<file path="src/rtl/instr_fetch_unit.sv">
// Per-core instruction sequencer: a loadable program memory that issues one
// {opcode, data1_addr, data2_addr} vector per clock and stalls while the core reports HALT.
module instr_fetch_unit #(
  parameter int unsigned ALU_OPCODE_WIDTH  = 4,
  parameter int unsigned ADDRESS_WIDTH     = 4,
  parameter int unsigned INSTRUCTION_WIDTH = ALU_OPCODE_WIDTH + 2 * ADDRESS_WIDTH,
  parameter int unsigned PC_WIDTH          = 4,
  parameter int unsigned PROG_DEPTH        = 2 ** PC_WIDTH
) (
  input  logic                         clk,
  input  logic                         reset,
  input  logic                         load_en,
  input  logic [PC_WIDTH-1:0]          load_addr,
  input  logic [INSTRUCTION_WIDTH-1:0] load_data,
  input  logic [PC_WIDTH:0]            prog_len,
  input  logic                         start,
  input  logic                         loop_en,
  input  logic                         status_in,
  output logic [INSTRUCTION_WIDTH-1:0] vector_out,
  output logic                         fetching,
  output logic [PC_WIDTH-1:0]          pc_out,
  output logic                         done,
  output logic [7:0]                   issued_count,
  output logic                         load_err
);

  typedef enum logic [1:0] {StIdle, StRun, StStall, StDone} state_e;

  localparam logic [PC_WIDTH:0] DepthLen = (PC_WIDTH + 1)'(PROG_DEPTH);
  localparam logic [PC_WIDTH:0] OneLen   = (PC_WIDTH + 1)'(1);

  state_e                       state_q;
  logic [PC_WIDTH-1:0]          pc_q;
  logic [PC_WIDTH:0]            len_q;
  logic [INSTRUCTION_WIDTH-1:0] vec_q;
  logic                         fetch_q;
  logic                         done_q;
  logic [7:0]                   cnt_q;
  logic                         lerr_q;

  logic [INSTRUCTION_WIDTH-1:0] mem [PROG_DEPTH];

  logic              loadable;
  logic              mem_we;
  logic [PC_WIDTH:0] len_clamped;
  logic              last_instr;

  assign loadable    = (state_q == StIdle) || (state_q == StDone);
  assign mem_we      = load_en && loadable;
  assign len_clamped = (prog_len > DepthLen) ? DepthLen : prog_len;
  assign last_instr  = ({1'b0, pc_q} == (len_q - OneLen));

  // No reset on the array so it stays a plain distributed RAM and survives a core reset.
  always_ff @(posedge clk) begin
    if (mem_we) begin
      mem[load_addr] <= load_data;
    end
  end

  always_ff @(posedge clk or negedge reset) begin
    if (!reset) begin
      state_q <= StIdle;
      pc_q    <= '0;
      len_q   <= '0;
      vec_q   <= '0;
      fetch_q <= 1'b0;
      done_q  <= 1'b0;
      cnt_q   <= '0;
      lerr_q  <= 1'b0;
    end else begin
      lerr_q <= load_en && !loadable;
      unique case (state_q)
        StIdle, StDone: begin
          fetch_q <= 1'b0;
          vec_q   <= '0;
          if (start) begin
            len_q  <= len_clamped;
            pc_q   <= '0;
            cnt_q  <= '0;
            done_q <= (len_clamped == '0);
            state_q <= (len_clamped == '0) ? StDone : StRun;
          end else if (state_q == StDone) begin
            done_q <= 1'b1;
          end
        end
        StRun: begin
          if (status_in) begin
            // HALT wins over issuing, including the last instruction.
            fetch_q <= 1'b0;
            state_q <= StStall;
          end else begin
            vec_q   <= mem[pc_q];
            fetch_q <= 1'b1;
            if (cnt_q != 8'hFF) begin
              cnt_q <= cnt_q + 8'd1;
            end
            if (last_instr) begin
              if (loop_en) begin
                pc_q <= '0;
              end else begin
                state_q <= StDone;
              end
            end else begin
              pc_q <= pc_q + PC_WIDTH'(1);
            end
          end
        end
        StStall: begin
          fetch_q <= 1'b0;
          if (!status_in) begin
            state_q <= StRun;
          end
        end
        default: state_q <= StIdle;
      endcase
    end
  end

  assign vector_out   = vec_q;
  assign fetching     = fetch_q;
  assign pc_out       = pc_q;
  assign done         = done_q;
  assign issued_count = cnt_q;
  assign load_err     = lerr_q;

endmodule
</file>
<file path="config.mk">
export PLATFORM = sky130hd
export DESIGN_NAME = instr_fetch_unit
export DESIGN_NICKNAME = d
export VERILOG_FILES = /design/src/rtl/instr_fetch_unit.sv
export SDC_FILE = /design/constraint.sdc
export NUM_CORES = 1
export LEC_CHECK = 0
export ABC_AREA = 1
export CORE_MARGIN = 10
export CORE_UTILIZATION = 35
export CTS_CLUSTER_DIAMETER = 80
export CTS_CLUSTER_SIZE = 10
export DETAILED_ROUTE_END_ITERATION = 12
export GPL_ROUTABILITY_DRIVEN = 0
export PLACE_DENSITY = 0.59
export SLEW_MARGIN = 5
export SYNTH_ARGS = -nofsm -noshare
export SYNTH_HDL_FRONTEND = slang
export SYNTH_SLANG_ARGS = --single-unit
</file>
<file path="constraint.sdc">
create_clock -name clk -period 5.34 [get_ports clk]
set_input_delay 0.534 -clock clk [delete_from_list [all_inputs] [get_ports clk]]
set_output_delay 0.534 -clock clk [all_outputs]
set_load 0.005 [all_outputs]
</file>
Yosys cells after proc, flatten, opt, wreduce, memory -nomap -nowiden
Memories as Yosys holds them, arrays and structs flattened.
Index checks and enable logic that the tools add are counted.
{ "totals": {"regBits": 34, "mem_bits_ro": 0, "word_cells": 66, "n_memories": 1, "output_inout_bits": 27, "latch_bits": 0, "in_bits": 27, "ram_bits": 192} }
{ "classes": {"mux": 25, "shifts": 0, "order_cmp": 1, "bitwise_logic": 0, "add_sub_neg": 3, "div_mod_pow": 0, "mul": 0, "eq_ne": 12, "n_reduce_logical": 16} }
{ "memory_table": {"columns": ["memory", "words", "word_bits", "read_ports", "rd_ports_with_merged_regs", "wr", "line", "rtl"], "rows": [
  ["mem", 16, 12, 1, 0, 1, "41", "logic [INSTRUCTION_WIDTH-1:0] mem [PROG_DEPTH];"]
]} }
{ "ops": {"columns": ["operator", "n"], "rows": [
  ["two-way mux 8 bit", 3],
  ["one-hot mux 12 bit (2 select lines)", 1],
  ["two-way mux 4 bit", 4],
  ["one-hot mux 8 bit (2 select lines)", 1],
  ["two-way mux 12 bit", 1],
  ["two-way mux 2 bit", 6],
  ["AND reduction 4 bit", 3],
  ["inequality test 3 bit, second input constant", 3],
  ["adder 8 x 1 -> 8 bit, second input constant", 1],
  ["inequality test 2 bit, second input constant", 4],
  ["inequality test 8 bit, second input constant", 1],
  ["one-hot mux 4 bit (2 select lines)", 1],
  ["one-hot mux 2 bit (3 select lines)", 1],
  ["AND reduction 2 bit", 3],
  ["== test 4 x 5 -> 1 bit", 1],
  ["greater-than comparator 5 bit, second input constant", 1],
  ["zero test 5 bit", 1],
  ["two-way mux 1 bit", 5],
  ["two-way mux 5 bit", 1],
  ["subtractor 5 x 1 -> 5 bit, second input constant", 1],
  ["adder 4 x 1 -> 4 bit, second input constant", 1],
  ["== test 2 bit, second input constant", 2],
  ["nonzero test 2 bit", 2],
  ["OR reduction 3 bit", 1],
  ["other kinds (7)", 8]
]} }

Depth between registers and ports, before layout
{ "depth": {"ltp_word": 6, "mapped_depth": 12, "mapped_depth_nobuf": 12} }

Worst setup path after synthesis
No wires, ideal clock.
{ "synth_timing": {"path_type": "register -> register", "startpoint": "reg state_q[0]", "endpoint": "mem mem[4][0] (netlist bit), enable pin", "setup_ns": 0.380, "path_slack_ns": 3.269, "path_buffers": 1, "synth_period_minus_slack_ns": 2.071, "stages_incl_launch_ff": 8, "arrival_time_ns": 1.691, "t_required_ns": 4.960, "cell_sequence": "dfrtp_1 -> inv_1 -> ha_1 -> clkbuf_2 -> nand2_1 -> inv_1 -> nand3b_1 -> nor2_1"} }
{ "synth_via": {"elab_chain_cells": 5, "elab_cells_between_ends": 6, "classes_between": "eq/ne: 1; mux: 2; reduce/logical: 3"} }
{ "synth_lines": {"columns": ["item", "line", "rtl"], "rows": [
  ["start, declared", "32", "state_e state_q;"],
  ["start signal, assigned", "62", "state_q <= StIdle;"],
  ["start signal, assigned", "81", "state_q <= (len_clamped == '0) ? StDone : StRun;"],
  ["start signal, assigned", "90", "state_q <= StStall;"],
  ["== test 2 bit or zero test 2 bit (tied branches)", "48", "assign loadable = (state_q == StIdle) || (state_q == StDone);"],
  ["logical OR 1 bit *", "48", null],
  ["logical AND 1 bit *", "49", "assign mem_we = load_en && loadable;"],
  ["two-way mux 1 bit *", "55", "if (mem_we) begin"],
  ["two-way mux 1 bit (implied by the code) *", "56", "mem[load_addr] <= load_data;"],
  ["end, declared", "41", null]
]} }
Every way passes the cells marked *; elsewhere a longest branch is shown, timed or not.

Final worst setup path
{ "layout_timing": {"startpoint": "reg pc_q[0], in the netlist pc_out[0]", "endpoint": "out pc_out[0]"} }
{ "layout_lines": {"columns": ["item", "line", "rtl"], "rows": [
  ["start, declared", "33", "logic [PC_WIDTH-1:0] pc_q;"],
  ["start signal, assigned", "104", "pc_q <= pc_q + PC_WIDTH'(1);"],
  ["end, declared", "21", "output logic [PC_WIDTH-1:0] pc_out,"]
]} }
No word-level cell between the ends.

==> results.yml <==
outcome:
  status: "finished, final reports clean"
final_layout:
  area_delta_synth_final_pct: 16.7
  fin_util: 0.414
  postLayoutCellArea_sq_mm: 0.0111
  diodes: 0
  nets: 937
  drive_gt1_frac: 0.0596
setup_path:
  critPathArrivalTime_ns: 2.63
  cp_slowest_cell: "dfrtp_4"
  endpoint_kind: "output pin"
  critPathMaxStageDelay_ns: 0.80
  reg2reg_to: "vector_out[8]"
  start_kind: "register"
  r2r-start: "pc_out[0]"
  cp_num_buf_inv: 2
  reg2reg_slack_ns: 2.60
  cp.required_ns: 4.81
  crit_fanout: 60
  critPathKind: "reg -> out"
  critPathTopFamily: "buffers and inverters"
  crit_chain: "buf_4 -> clkdlybuf4s50_1"
  r2r_cells: 8
route:
  first_pass_iters: 5
  num_vias: 6335
  detail-route-antenna-nets: 0
  drt-wirelength-per-cell_um: 17.9
  wl_um: 22600
  drt_iter0_markers: 492
  post_drt_via_cell_ratio: 5.01
  drc: 0
sta:
  hold_viol: 0
  finalWorstSetupSlack_ns: 2.17
  fin_crit_ns: 3.17
  relSlewSlack: 0.259
  setup_viol: 0
  slew_violations: 0
  skew_ns: 0.0157
  rsz0062_at_grt: "no"
  worst_slew_pin_slew_ns: 1.11
  min_period_over_period: 0.593
  setup_tns_ns: 0
  clock.fmax_ghz: 0.316
floorplan:
  rows: 60
  io-pin-count: 54
  fp.dieW_um: 185
  core-area_sq_mm: 0.0269
  initial_core_util: 0.355
  die_h_um: 185
  die-area_sq_mm: 0.0342
grt:
  grt_max_degree: 61
  grt_pass1_vias: 6208
  grt_use_met3: 0.0276
  top_usage_layer: "met2"
  grt_use_met2: 0.200
  grt_pass1_wl_um: 35700
  antenna_found_initial: 0
  grt_overflow_total: 0
  use_met1: 0.189
  grt.total_usage: 0.132
cts:
  numCtsBuffers: 26
  ctsResizeCount: 0
  clockBufferDepth: 3
  cts_tree: "yes"
  clk_pin_slew_ns: 0.06
  root_buffer: "clkbuf_16"
  cts_sinks: 226
  htree_levels: 1
  clock_latency_ns: 0.53
  postCtsSetupRepairBufs: 0
  ctsHoldBuffers: 0
yosys:
  synth_area_leaders: "edfxtp_1 (60%), dfrtp_1 (8.9%), nor2_1 (7.2%)"
  yosysTopAreaCellShare: 0.605
  synth_cells: 854
  syn-num-nets: 888
  yosysWarnings: 0
  ys_async_sr_fraction: 0.150
  synthTopCellsByCount: "edfxtp_1 (192), nor2_1 (184), nand2_1 (128), o21ai_0 (89), nand3_1 (42)"
  syn_area_sq_mm: 0.00953
  synth_top_cell_by_area: "edfxtp_1"
  ys_seq_area_frac: 0.694
  synth_edf_count: 192
  avgSynthCellArea_sq_um: 11.2
  ys_ff_latch: 226
  yosys_most_used_dff: "edfxtp_1"
  yosysMostFrequentCell: "edfxtp_1"
  synth_cell_types: 31
power_and_ir_drop:
  irDropWorstVdd_v: 0.000280
  power.density_mw_per_mm2: 475
  leakagePower_nw: 4.02
  power.total_w: 0.00528
run:
  cap_violations: 0
placement:
  port_buffers: 53
  dp_slack_ns: 2.59
  dpl.hpwl_um: 14000
  placed_area_sq_mm: 0.0103
worst_hold_path:
  hold_path.class: "in -> async"
==> through the flow <==
step | hold slack [ns] | instances
after floorplan | 0.238 | 854
after global placement | 0.480 | 1216
after detailed placement | 0.472 | 1216
after CTS | 0.134 | 1264
after global routing | 0.182 | 1264
final | 0.117 | 1264
==> cell type report <==
type / count / area, sq um
inverter: 44 / 165
clock buffer: 46 / 726
sequential: 226 / 6620
fill: 2576 / 15800
tap: 341 / 427
timing repair buffer: 66 / 623
multi-input combinational: 539 / 2510
clock inverter: 2 / 46.3
==> worst reg2reg max path, delay by kind of cell (launching register included) <==
kind | cells | cell delay, ns
AND/OR/NAND/NOR | 5 | 0.55
buffers and inverters | 2 | 1.28
flip-flops | 1 | 0.70
AO/OA/AOI/OAI | 1 | 0.15
==> flip-flops by register name (all words and copies together), names as in the netlist <==
signal        cells
mem             192
len_q             5
vector_out       12
pc_out            4
load_err          1
done              1
fetching          1
issued_count      8
state_q           2
==> how the worst max path moves through the flow <==
stage | start | endpoint | slack, ns | cells past startpoint
2_1_floorplan | state_q[0] | mem[4][0] | 3.27 | 7
3_3_place_gp | pc_out[0] | vector_out[3] | 2.65 | 8
3_5_place_dp | load_en | mem[7][7] | 2.59 | 5
4_1_cts | pc_out[0] | pc_out[0] | 2.15 | 2
5_1_grt | pc_out[0] | pc_out[0] | 2.01 | 2
6_report | pc_out[0] | pc_out[0] | 2.17 | 2
==> cells in the final DEF, fill, tap and decap left out, drive strengths merged, types with 2 or more instances in the layout <==
cell and instances:
a21oi 16, buf 14, clkbuf 46, clkdlybuf4s50 52, clkinv 2, dfrtp 34, edfxtp 192, ha 7
inv 43, nand2 128, nand3 42, nand3b 3, nand4 6, nor2 186, nor3 2, o211ai 32
o21ai 106, o22ai 4, or2 2, xor2 3
==> power breakdown <==
group          switching (W)  internal [W]
clock               0.000664      0.000962
sequential          0.000176       0.00204
combinational       0.000927      0.000508
==> metal layers <==
| layer | vias up | part of all wire | routed length (um) |
|---|---|---|---|
| met5 | - | 0 | 0 |
| met4 | 0 | 0.024 | 536 |
| met3 | 38 | 0.077 | 1750 |
| met2 | 184 | 0.43 | 9720 |
| met1 | 3041 | 0.47 | 10600 |
| li1 | 3072 | - | - |
==> kinds of logic after synthesis <==
family          Yosys count  share of synthesized area
flops                   226                      0.694
fa+ha+maj                 7                    0.00919
buf+inv                  89                     0.0421
xor+xnor                  3                    0.00276
simple gates            369                      0.156
compound gates          160                     0.0953
(Power assumes the default switching activity.)
